<file path="src/rtl/mod_instruction_fetch_unit.sv">
// mod_instruction_fetch_unit
//
// Sequential instruction fetch front-end. Drives the instruction ROM word
// address from its program counter, captures the returned instruction into
// an output register, and offers it to decode over a valid/ready handshake.
// Supports stalls, branch/jump redirects with flush, and stops fetching once
// the ROM reports the end of the program.
//
// Ports:
//   clk             - system clock, rising edge
//   rst_n           - asynchronous active-low reset
//   start           - level; leaves IDLE and begins fetching
//   address         - ROM word address (the PC register)
//   instruction     - ROM read data for address
//   mem_end         - ROM flag: address is past the last program word
//   redirect_valid  - branch/jump taken, single-cycle pulse
//   redirect_target - new word address for the PC
//   id_ready        - decode can accept the presented instruction
//   if_valid        - if_instruction/if_pc hold a valid instruction
//   if_instruction  - registered instruction
//   if_pc           - word address of if_instruction
//   halted          - end of program reached, fetch stopped
//   fetch_count     - saturating count of captured instructions

module mod_instruction_fetch_unit #(
  parameter logic [29:0] RESET_PC = 30'd0,
  parameter int          COUNT_W  = 16
) (
  input  logic               clk,
  input  logic               rst_n,
  input  logic               start,
  output logic [29:0]        address,
  input  logic [31:0]        instruction,
  input  logic               mem_end,
  input  logic               redirect_valid,
  input  logic [29:0]        redirect_target,
  input  logic               id_ready,
  output logic               if_valid,
  output logic [31:0]        if_instruction,
  output logic [29:0]        if_pc,
  output logic               halted,
  output logic [COUNT_W-1:0] fetch_count
);

  typedef enum logic [1:0] {
    S_IDLE,
    S_FETCH,
    S_DRAIN,
    S_HALT
  } state_t;

  state_t               state_q, state_d;
  logic [29:0]          pc_q, pc_d;
  logic                 valid_q, valid_d;
  logic [31:0]          instr_q, instr_d;
  logic [29:0]          if_pc_q, if_pc_d;
  logic                 halted_q, halted_d;
  logic [COUNT_W-1:0]   count_q, count_d;

  logic                 slot_free;

  localparam logic [COUNT_W-1:0] COUNT_ONE = {{(COUNT_W-1){1'b0}}, 1'b1};
  localparam logic [COUNT_W-1:0] COUNT_MAX = {COUNT_W{1'b1}};

  // The output register can take a new instruction when it is empty or its
  // current content is being accepted by decode this cycle.
  assign slot_free = ~valid_q | id_ready;

  // Next-state logic. Everything holds by default; a redirect always wins
  // over capture so the wrong-path instruction is never presented.
  always_comb begin
    state_d  = state_q;
    pc_d     = pc_q;
    valid_d  = valid_q;
    instr_d  = instr_q;
    if_pc_d  = if_pc_q;
    halted_d = halted_q;
    count_d  = count_q;

    case (state_q)
      S_IDLE: begin
        if (start) begin
          state_d = S_FETCH;
        end
      end

      S_FETCH: begin
        if (redirect_valid) begin
          pc_d    = redirect_target;
          valid_d = 1'b0;
        end else if (slot_free && !mem_end) begin
          instr_d = instruction;
          if_pc_d = pc_q;
          valid_d = 1'b1;
          pc_d    = pc_q + 30'd1;
          if (count_q != COUNT_MAX) begin
            count_d = count_q + COUNT_ONE;
          end
        end else if (slot_free) begin
          valid_d  = 1'b0;
          halted_d = 1'b1;
          state_d  = S_HALT;
        end else if (mem_end) begin
          // Last instruction still waiting for decode; finish it first.
          state_d = S_DRAIN;
        end
      end

      S_DRAIN: begin
        if (redirect_valid) begin
          pc_d    = redirect_target;
          valid_d = 1'b0;
          state_d = S_FETCH;
        end else if (id_ready) begin
          valid_d  = 1'b0;
          halted_d = 1'b1;
          state_d  = S_HALT;
        end
      end

      default: begin
        // S_HALT is terminal until reset.
      end
    endcase
  end

  always_ff @(posedge clk or negedge rst_n) begin
    if (!rst_n) begin
      state_q  <= S_IDLE;
      pc_q     <= RESET_PC;
      valid_q  <= 1'b0;
      instr_q  <= 32'd0;
      if_pc_q  <= 30'd0;
      halted_q <= 1'b0;
      count_q  <= '0;
    end else begin
      state_q  <= state_d;
      pc_q     <= pc_d;
      valid_q  <= valid_d;
      instr_q  <= instr_d;
      if_pc_q  <= if_pc_d;
      halted_q <= halted_d;
      count_q  <= count_d;
    end
  end

  assign address        = pc_q;
  assign if_valid       = valid_q;
  assign if_instruction = instr_q;
  assign if_pc          = if_pc_q;
  assign halted         = halted_q;
  assign fetch_count    = count_q;

endmodule
</file>
<file path="config.mk">
export PLATFORM = sky130hd
export DESIGN_NAME = mod_instruction_fetch_unit
export DESIGN_NICKNAME = d
export VERILOG_FILES = /design/src/rtl/mod_instruction_fetch_unit.sv
export SDC_FILE = /design/constraint.sdc
export NUM_CORES = 1
export LEC_CHECK = 0
export ABC_AREA = 0
export CAP_MARGIN = 20
export CORE_UTILIZATION = 57
export CTS_CLUSTER_DIAMETER = 40
export DETAILED_ROUTE_END_ITERATION = 16
export DONT_BUFFER_PORTS = 1
export GPL_TIMING_DRIVEN = 0
export PLACE_DENSITY = 0.81
export SKIP_LAST_GASP = 1
export SLEW_MARGIN = 25
export SYNTH_ARGS = -nofsm -noshare
export SYNTH_HDL_FRONTEND = slang
export SYNTH_SLANG_ARGS = --single-unit
</file>
<file path="constraint.sdc">
create_clock -name clk -period 1.9 [get_ports clk]
set_input_delay 0.38 -clock clk [delete_from_list [all_inputs] [get_ports clk]]
set_output_delay 0.38 -clock clk [all_outputs]
set_load 0.02 [all_outputs]
</file>
==> results.txt, run 1 <==
----------------------------------------------------
[Outcome]
  Status ... finished, violations left
  Failing checks ... design-rule violations, negative hold slack, negative setup slack

[Setup path]
  Data required time of the critical path ... 2.16 ns
  Crit Reg-Reg Endpoint ... address[29]
  Largest fanout of any net on the critical path ... 8
  Critical Path Sink Type ... flop
  Start point of the critical path ... address[2]
  Critical path destination ... address[29]
  Crit Path Class ... reg -> reg
  Startpoint types ... flop
  Reg2Reg Setup Slack ... -0.08 ns
  Worst Path Arrival ... 2.24 ns
  Reg2reg start ... address[2]
  Reg2Reg Depth ... 5

[GRT]
  Wire length of the first global-routing pass ... 21.7 mm
  Vias in the first global route ... 4148
  GRT Total Usage ... 28.8%
  Largest net degree at the start of global routing ... 113
  Gr ovfl total ... 0
  Antenna violations before repair ... 0

[Die]
  Number of placed I/O pins ... 178
  Starting density of the core ... 59.7%
  Floorplan Core Area ... 8890 µm²
  Die width ... 98.5 µm
  Area of the die ... 9710 µm²
  Vertical extent of the die ... 98.5 µm
  Number of cell rows ... 34

[Finish]
  Ant. Diodes ... 0
  Layout cell share with drive strength beyond 1 ... 41.4%
  Fin area ... 6260 µm²
  Final std cells w/o fill ... 625
  Number of nets in the layout ... 585
  Area grow syn2layout ... 17.8%
  Layout fillers ... 595

[Synth]
  Commonest register cell after synthesis ... sky130_fd_sc_hd__dfrtp_1
  Synth area leaders ... sky130_fd_sc_hd__dfrtp_1 (53%), sky130_fd_sc_hd__mux2_2 (14%), sky130_fd_sc_hd__a21oi_1 (3.0%)
  Distinct cell type count of the synthesized netlist ... 61
  Area share of the leading cell type in the synthesized netlist ... 52.8%
  Cell type contributing the most total cell area after synthesis ... sky130_fd_sc_hd__dfrtp_1
  Async set-reset flop share out of synthesis ... 100%
  Most common cell in the synthesized netlist ... sky130_fd_sc_hd__dfrtp_1
  Synthesized instance count ... 469
  Number of nets produced by synthesis ... 542
  Area of the mapped netlist ... 5310 µm²
  Flip-flop and latch count after synthesis ... 112
  Mapped Avg Cell Area ... 11.3 µm²
  Number of synthesized flops with an enable pin ... 0
  Yosys warns ... 0
  Leading post-synthesis cells by instance count ... sky130_fd_sc_hd__dfrtp_1 (112), sky130_fd_sc_hd__mux2_2 (65), sky130_fd_sc_hd__nand2_1 (37), sky130_fd_sc_hd__a21oi_1 (32), sky130_fd_sc_hd__nand3_1 (20)
  Part of the Yosys area used for sequential elements ... 52.8%

[Routing]
  Remaining antenna violation count ... 0
  Vias post-DR ... 4265
  Post-detailed-routing wire length ... 14.4 mm
  Number of violations reported at the end of detailed-routing iteration 0 ... 337
  Vias/cell ... 6.82
  Average wire per cell in the routed design ... 23.1 µm
  First-pass detailed-route iteration total ... 12
  Post-route DRC violation count ... 17

[Power]
  Power Dens Cells ... 1760 nW/µm²
  Internal power ... 0.00587 W
  Overall power of the completed layout ... 0.0110 W
  Worst-case vdd ir drop ... 918 µV
  Net switching share of the total power ... 46.7%
  Relative contribution of sequential cells to total power ... 55.0%
  LEAKAGE ... 2.54 nW
  Switching component of the power ... 0.00514 W
  Clock power share ... 12.7%
  Gate power share ... 32.3%

[Place]
  Half-perimeter wire length after placement ... 9.48 mm
  Count of buffers from port buffering ... 0
  Placed cell count ... 577
  Area of placed instances ... 5460 µm²
  Final weighted congestion in routability-driven placement ... 0.895

[Timing]
  Final WS setup ... -0.0796 ns
  Actual transition at the worst max-transition pin ... 0.482 ns
  Unrepaired setup endpoints after global routing ... yes
  FMAX ... 505 MHz
  Hold Worst Slack ... -0.319 ns
  Final Max Tran Viols ... 0
  Ratio of final minimum period to clock period ... 104%
  Worst slew slack as a fraction of its limit ... 67.9%
  Clock skew after layout ... 0.0133 ns
  Final critical-path required period ... 1.98 ns
  Hold violation count in the final report ... 112
  Total of endpoints with negative setup slack in the final report ... 5

[Clock network]
  Clock insertion delay at the later pin of the skew report ... 0.38 ns
  Maximum number of buffers from clock root to sink ... 2
  Clock buffers created by TritonCTS ... 9
  H-tree lvl count ... 3
  Clock tree root driver cell ... sky130_fd_sc_hd__clkbuf_8
  Clock transition at the registers of the reported paths ... 0.11 ns
  CTS sink count ... 112
  TritonCTS clock tree ... done

[Flow run]
  # Max-Cap Violations ... 0

[Hold path]
  Class of the tightest hold or removal check ... in -> async

----------------------------------------------------
[placed cells by master (no fill, tap or decap), types with 9 or more instances in the layout]
master	count
sky130_fd_sc_hd__nor3_1	11
sky130_fd_sc_hd__xnor2_1	12
sky130_fd_sc_hd__nand2_1	34
sky130_fd_sc_hd__a21oi_1	30
sky130_fd_sc_hd__dfrtp_1	84
sky130_fd_sc_hd__nor2_1	13
sky130_fd_sc_hd__clkbuf_8	10
sky130_fd_sc_hd__o21ai_0	13
sky130_fd_sc_hd__mux2_2	64
sky130_fd_sc_hd__nand3_1	19
sky130_fd_sc_hd__nand4_1	9
sky130_fd_sc_hd__buf_4	42
sky130_fd_sc_hd__o22ai_1	11
sky130_fd_sc_hd__dfrtp_2	28
[sequential cells by signal, summed over array words and instances (netlist names)]
| register | count |
|---|---|
| address | 30 |
| fetch_count | 16 |
| halted | 1 |
| if_instruction | 32 |
| if_pc | 30 |
| if_valid | 1 |
| state_q | 2 |
[per-layer routing]
metal	vias up	share of wire [%]	GRT usage [%]
met3	43	9.9	7.52
met2	273	49	47.2
met1	2120	38	36.5
met5	-	0	0
met4	0	3.1	12.1
li1	1829	-	-
[critical path: stages, from the launching register on]
cell	delay [ns]
sky130_fd_sc_hd__dfrtp_2	0.54
sky130_fd_sc_hd__and4_4	0.31
sky130_fd_sc_hd__nand4_1	0.17
sky130_fd_sc_hd__or4b_4	0.59
sky130_fd_sc_hd__o22ai_1	0.17
sky130_fd_sc_hd__a2bb2oi_1	0.09
[worst min path at each step]
stage	end	depth (start not counted)
floorplan	address[0]	0
global placement	if_instruction[3]	0
detailed placement	if_instruction[9]	0
CTS	if_instruction[28]	0
global route	if_instruction[20]	0
finish	if_instruction[9]	0
[per-stage QoR]
step / setup slack, ns / TNS, ns / hold slack, ns / utilization (%)
floorplan: 0.00228 / 0 / 0.0844 / -
global placement: -0.548 / -40.83 / 0.0866 / 61.3
detailed placement: -0.656 / -51.24 / 0.0865 / 61.4
CTS: -0.0270 / -0.410 / -0.334 / 67.1
global route: -0.127 / -1.03 / -0.337 / 70.4
finish: -0.0796 / -0.136 / -0.319 / 70.4
[power by group through the flow]
stage	Combinational [W]	Sequential [W]	Clock (W)
final	0.00356	0.00606	0.00139
after global routing	0.00384	0.00622	0.00152
after global placement	0.00262	0.00591	0
after floorplan	0.00223	0.00556	0
after detailed placement	0.00274	0.00598	0
after CTS	0.00312	0.00601	0.00142
[cell families after synthesis]
kind of cell | share of synthesized area [%]
DFF | 52.8
buffers and inverters | 2.45
adders and majority gates | 1.18
xor gates and xnor gates | 2.14
muxes | 14.3
and+or+nand+nor | 15.3
AOI/OAI and AO/OA | 11.8
[area by class of cell]
cell class	instances	area, µm²	area share, %
sequential	112	2840	45.4
multi-input combinational	327	2640	42.2
timing repair buffer	35	263	4.20
buffer	20	161	2.58
tap	108	135	2.16
clock buffer	9	124	1.98
clock inverter	7	71.3	1.14
inverter	7	26.3	0.420
[repair_timing]
item	CTS	global route
setup endpoints to repair	109	104
pin swaps	9	19
hold endpoints to repair	112	112
buffers inserted	16	18
gates resized for setup	69	53
cloned	1	0
Note: power is estimated with default switching activity, not from simulation.
==> run 2: changes to the inputs <==
--- a/config.mk
+++ b/config.mk
@@ -6,13 +6,13 @@
 export NUM_CORES = 1
 export LEC_CHECK = 0
 export ABC_AREA = 0
-export CAP_MARGIN = 20
-export CORE_UTILIZATION = 57
+export CAP_MARGIN = 10
+export CORE_UTILIZATION = 39
 export CTS_CLUSTER_DIAMETER = 40
 export DETAILED_ROUTE_END_ITERATION = 16
 export DONT_BUFFER_PORTS = 1
 export GPL_TIMING_DRIVEN = 0
-export PLACE_DENSITY = 0.81
+export PLACE_DENSITY = 0.61
 export SKIP_LAST_GASP = 1
 export SLEW_MARGIN = 25
 export SYNTH_ARGS = -nofsm -noshare
==> results.txt, run 2 (synthesis gave the netlist of run 1 again) <==
----------------------------------------------------
[GRT]
  Largest net degree at the start of global routing ... 113
  GRT Total Usage ... 20.6%
  Vias in the first global route ... 3945
  Wire length of the first global-routing pass ... 22.4 mm
  Gr ovfl total ... 0
  Antenna violations before repair ... 0

[Finish]
  Area grow syn2layout ... 19.1%
  Ant. Diodes ... 0
  Largest register FFs ... 32
  Fin area ... 6320 µm²
  Top library cells by usage in the layout, fill and taps aside ... sky130_fd_sc_hd__dfrtp_1 (86), sky130_fd_sc_hd__mux2_2 (64), sky130_fd_sc_hd__nand2_1 (35), sky130_fd_sc_hd__buf_4 (30), sky130_fd_sc_hd__a21oi_1 (30)
  Layout cell share with drive strength beyond 1 ... 38.9%
  Fin util ... 47.8%
  Number of nets in the layout ... 575
  Most common library cell in the layout ignoring fill and taps ... sky130_fd_sc_hd__dfrtp_1

[Timing]
  Unrepaired setup endpoints after global routing ... yes
  Hold Worst Slack ... -0.290 ns
  Actual transition at the worst max-transition pin ... 0.517 ns
  Final Max Tran Viols ... 0
  FMAX ... 515 MHz
  Worst slew slack as a fraction of its limit ... 65.5%
  Ratio of final minimum period to clock period ... 102%
  Final critical-path required period ... 1.94 ns
  Aggregate negative setup slack ... -0.0533 ns
  Final WS setup ... -0.0431 ns
  Clock skew after layout ... 0.0120 ns
  Total of endpoints with negative setup slack in the final report ... 2
  Hold violation count in the final report ... 112

[Clock network]
  TritonCTS clock tree ... done
  Clock transition at the registers of the reported paths ... 0.08 ns
  Clock insertion delay at the later pin of the skew report ... 0.36 ns
  CTS sink count ... 112
  Clock buffers created by TritonCTS ... 9
  Clock tree root driver cell ... sky130_fd_sc_hd__clkbuf_16
  Maximum number of buffers from clock root to sink ... 2
  H-tree lvl count ... 3

[Routing]
  Number of violations reported at the end of detailed-routing iteration 0 ... 239
  Vias/cell ... 5.94
  Remaining antenna violation count ... 0
  First-pass detailed-route iteration total ... 6
  Vias post-DR ... 4056
  Post-detailed-routing wire length ... 14.4 mm
  Average wire per cell in the routed design ... 21.1 µm
  Post-route DRC violation count ... 0

[Setup path]
  Largest fanout of any net on the critical path ... 8
  WP buf/inv ... 1
  Reg2reg start ... address[9]
  Crit-path max cell delay ... 0.53 ns
  Crit Path Class ... reg -> reg
  Startpoint types ... flop
  Reg2Reg Setup Slack ... -0.04 ns
  Cell with the largest stage delay on the worst path ... sky130_fd_sc_hd__or4b_4
  Family with the most delay on the worst path ... simple AND/OR/NAND/NOR gates
  Data required time of the critical path ... 2.19 ns
  Critical-path cell list ... and3_4, nand4_2, buf_6, or4b_4, a21oi_2, a2bb2oi_1
  Crit Reg-Reg Endpoint ... address[29]
  Critical Path Sink Type ... flop
  Reg2Reg Depth ... 6
  Worst Path Arrival ... 2.23 ns

[Die]
  Starting density of the core ... 40.1%
  Die width ... 119 µm
  Floorplan Core Area ... 13200 µm²
  Vertical extent of the die ... 119 µm
  Number of placed I/O pins ... 178
  Number of cell rows ... 42
  Area of the die ... 14100 µm²

[Outcome]
  Failing checks ... negative hold slack, negative setup slack
  Status ... finished, violations left

[Power]
  Switching component of the power ... 0.00511 W
  Clock power share ... 16.9%
  Power Dens Cells ... 1780 nW/µm²
  Internal power ... 0.00616 W
  LEAKAGE ... 2.54 nW
  Net switching share of the total power ... 45.3%
  Relative contribution of sequential cells to total power ... 53.4%
  Gate power share ... 29.6%
  Worst-case vdd ir drop ... 911 µV

[Hold path]
  Class of the tightest hold or removal check ... in -> async

[Place]
  Area of placed instances ... 5540 µm²
  Count of buffers from port buffering ... 0
  Final weighted congestion in routability-driven placement ... 0.880
  Half-perimeter wire length after placement ... 9.95 mm

[Flow run]
  # Max-Cap Violations ... 0

----------------------------------------------------
## run 2: how the worst max path moves through the flow
stage / from / end / slack, ns / cells after the start
floorplan: address[9] / address[29] / 0.002 / 6
global placement: state_q[1] / fetch_count[1] / -0.61 / 7
detailed placement: state_q[1] / fetch_count[1] / -0.65 / 7
CTS: state_q[1] / fetch_count[1] / -0.04 / 7
global route: address[0] / address[20] / -0.08 / 7
finish: address[9] / address[29] / -0.04 / 6
## run 2: layout make-up
type                            count  area (µm²)
Multi-Input combinational cell    327        2590
Clock inverter                      7        76.3
Fill cell                        1221        6920
Clock buffer                        9         225
Timing Repair Buffer               25         193
Sequential cell                   112        2840
Buffer                             20         159
Tap cell                          176         220
Inverter                            7        26.3
## run 2: power by group through the flow
stage | Clock, W | Sequential [W] | Combinational [W]
floorplan | 0 | 0.00556 | 0.00223
global placement | 0 | 0.00596 | 0.00266
detailed placement | 0 | 0.00601 | 0.00275
CTS | 0.00197 | 0.00603 | 0.00314
global route | 0.00206 | 0.00619 | 0.00363
finish | 0.00191 | 0.00603 | 0.00334
## run 2: metrics by stage
step / hold WS (ns) / setup WS [ns] / power [W] / instances
final: -0.290 / -0.0431 / 0.0113 / 683
after global routing: -0.315 / -0.0801 / 0.0119 / 683
after CTS: -0.310 / -0.0441 / 0.0111 / 677
after detailed placement: 0.0858 / -0.647 / 0.00876 / 645
after global placement: 0.0866 / -0.608 / 0.00862 / 645
after floorplan: 0.0844 / 0.00228 / 0.00780 / 469
## run 2: layer usage
metal	vias to the layer above	part of all wire (%)	wire, µm	track usage (%)
li1	1815	-	-	-
met1	2025	42	6060	27.5
met3	22	8.1	1170	4.87
met2	194	47	6760	31.6
met4	0	2.8	401	9.57
met5	-	0	0	0
## run 2: repair_timing
item                                   4_1_cts  5_1_grt
gates cloned                                 1        0
endpoints found under the hold margin      112      112
buffers inserted                            17        7
gates resized for setup                     71       40
pin swaps                                   11       12
setup endpoints to repair                  109       85
==> run 3: changes to the inputs <==
--- a/config.mk
+++ b/config.mk
@@ -7,6 +7,7 @@
 export LEC_CHECK = 0
 export ABC_AREA = 0
 export CAP_MARGIN = 10
+export CORE_MARGIN = 1.5
 export CORE_UTILIZATION = 39
 export CTS_CLUSTER_DIAMETER = 40
 export DETAILED_ROUTE_END_ITERATION = 16
==> results.txt, run 3 (synthesis gave the netlist of run 1 again) <==
----------------------------------------------------
[Die]
  Die width ... 120 µm
  Floorplan Core Area ... 13200 µm²
  Number of cell rows ... 42
  Vertical extent of the die ... 120 µm
  Area of the die ... 14300 µm²
  Number of placed I/O pins ... 178
  Starting density of the core ... 40.1%

[Place]
  Count of buffers from port buffering ... 0
  Final weighted congestion in routability-driven placement ... 0.851
  Half-perimeter wire length after placement ... 10.1 mm
  Post-Place Worst Slack ... -0.631 ns

[Routing]
  Remaining antenna violation count ... 0
  Vias/cell ... 5.94
  Post-route DRC violation count ... 0
  Average wire per cell in the routed design ... 21.3 µm
  Vias post-DR ... 4087
  Post-detailed-routing wire length ... 14.7 mm
  Number of violations reported at the end of detailed-routing iteration 0 ... 244
  First-pass detailed-route iteration total ... 4

[Timing]
  Final critical-path required period ... 1.93 ns
  FMAX ... 517 MHz
  Hold Worst Slack ... -0.284 ns
  Actual transition at the worst max-transition pin ... 0.477 ns
  Final WS setup ... -0.0335 ns
  Worst slew slack as a fraction of its limit ... 68.2%
  Aggregate negative setup slack ... -0.0335 ns
  Clock skew after layout ... 0.00603 ns
  Ratio of final minimum period to clock period ... 102%
  Total of endpoints with negative setup slack in the final report ... 1
  Final Max Tran Viols ... 0
  Hold violation count in the final report ... 112
  Unrepaired setup endpoints after global routing ... yes

[GRT]
  GRT Total Usage ... 20.0%
  Largest net degree at the start of global routing ... 113
  Vias in the first global route ... 4071
  Antenna violations before repair ... 0
  Wire length of the first global-routing pass ... 22.3 mm
  Gr ovfl total ... 0

[Clock network]
  Clock insertion delay at the later pin of the skew report ... 0.36 ns
  H-tree lvl count ... 3
  Clock transition at the registers of the reported paths ... 0.08 ns
  Clock tree root driver cell ... sky130_fd_sc_hd__clkbuf_16
  CTS sink count ... 112
  Clock buffers created by TritonCTS ... 9
  Maximum number of buffers from clock root to sink ... 2
  TritonCTS clock tree ... done

[Power]
  Power Dens Cells ... 1800 nW/µm²
  Overall power of the completed layout ... 0.0115 W
  Worst-case vdd ir drop ... 886 µV
  LEAKAGE ... 2.52 nW

[Finish]
  Layout cell share with drive strength beyond 1 ... 40.0%
  Number of nets in the layout ... 580
  Fin util ... 48.3%
  Most common library cell in the layout ignoring fill and taps ... sky130_fd_sc_hd__dfrtp_1
  Area grow syn2layout ... 20.4%
  Largest register FFs ... 32
  Top library cells by usage in the layout, fill and taps aside ... sky130_fd_sc_hd__dfrtp_1 (83), sky130_fd_sc_hd__mux2_2 (64), sky130_fd_sc_hd__nand2_1 (35), sky130_fd_sc_hd__buf_4 (32), sky130_fd_sc_hd__a21oi_1 (31)
  Ant. Diodes ... 0

[Flow run]
  # Max-Cap Violations ... 0

[Setup path]
  Largest fanout of any net on the critical path ... 8
  Startpoint types ... flop
  Data required time of the critical path ... 2.19 ns
  Crit Path Class ... reg -> reg
  Reg2Reg Setup Slack ... -0.03 ns
  Crit Reg-Reg Endpoint ... address[29]
  Critical Path Sink Type ... flop
  Reg2Reg Depth ... 5
  Reg2reg start ... address[2]
  Worst Path Arrival ... 2.22 ns

[Outcome]
  Failing checks ... negative hold slack, negative setup slack
  Status ... finished, violations left

[Hold path]
  Class of the tightest hold or removal check ... in -> async

----------------------------------------------------
## run 3: worst max path at each step
stage | slack (ns) | end | cells past startpoint | startpoint
floorplan | 0.002 | address[29] | 6 | address[9]
global placement | -0.59 | fetch_count[1] | 7 | state_q[1]
detailed placement | -0.63 | fetch_count[1] | 7 | state_q[1]
CTS | -0.03 | fetch_count[1] | 7 | state_q[1]
global route | -0.07 | fetch_count[6] | 8 | state_q[1]
finish | -0.03 | address[29] | 5 | address[2]
## run 3: timing repair
item | CTS | global route
gates resized for setup | 76 | 34
setup endpoints to repair | 109 | 99
pin swaps | 15 | 14
setup buffers | 18 | 11
hold endpoints to repair | 112 | 112
gates cloned | 1 | 0
## run 3: layer usage
metal	track usage, %	part of all wire, %	up-vias
li1	-	-	1818
met2	32.1	49	162
met1	24.9	42	2079
met3	5.04	6.5	28
met4	10.8	3.0	0
met5	0	0	-
## run 3: where the power goes
group	total, W	internal [W]	switching [W]
clock	0.00197	0.00105	0.000922
combinational	0.00343	0.00180	0.00163
sequential	0.00607	0.00349	0.00258
total	0.0115	0.00634	0.00513
## run 3: cell type report
cell class                      count  area, µm²
Buffer                             20        155
Sequential cell                   112       2840
Fill cell                        1258       6850
Multi-Input combinational cell    327       2620
Clock inverter                      6       76.3
Tap cell                          176        220
Timing Repair Buffer               30        221
Clock buffer                       10        229
Inverter                            7       26.3
## run 3: critical path, cell delays in order, from the launching register on
cell and delay, ns:
sky130_fd_sc_hd__dfrtp_2 0.52, sky130_fd_sc_hd__and4_4 0.30, sky130_fd_sc_hd__nand4_1 0.15, sky130_fd_sc_hd__or4b_4 0.58
sky130_fd_sc_hd__a21oi_2 0.16, sky130_fd_sc_hd__a2bb2oi_1 0.16
## run 3: through the flow
| step | instances | area (µm²) | hold WS (ns) |
|---|---|---|---|
| 3_3_place_gp | 645 | 5540 | 0.0870 |
| 4_1_cts | 678 | 6200 | -0.304 |
| 6_report | 688 | 6390 | -0.284 |
| 5_1_grt | 688 | 6390 | -0.304 |
| 2_1_floorplan | 469 | 5320 | 0.0844 |
| 3_5_place_dp | 645 | 5540 | 0.0877 |
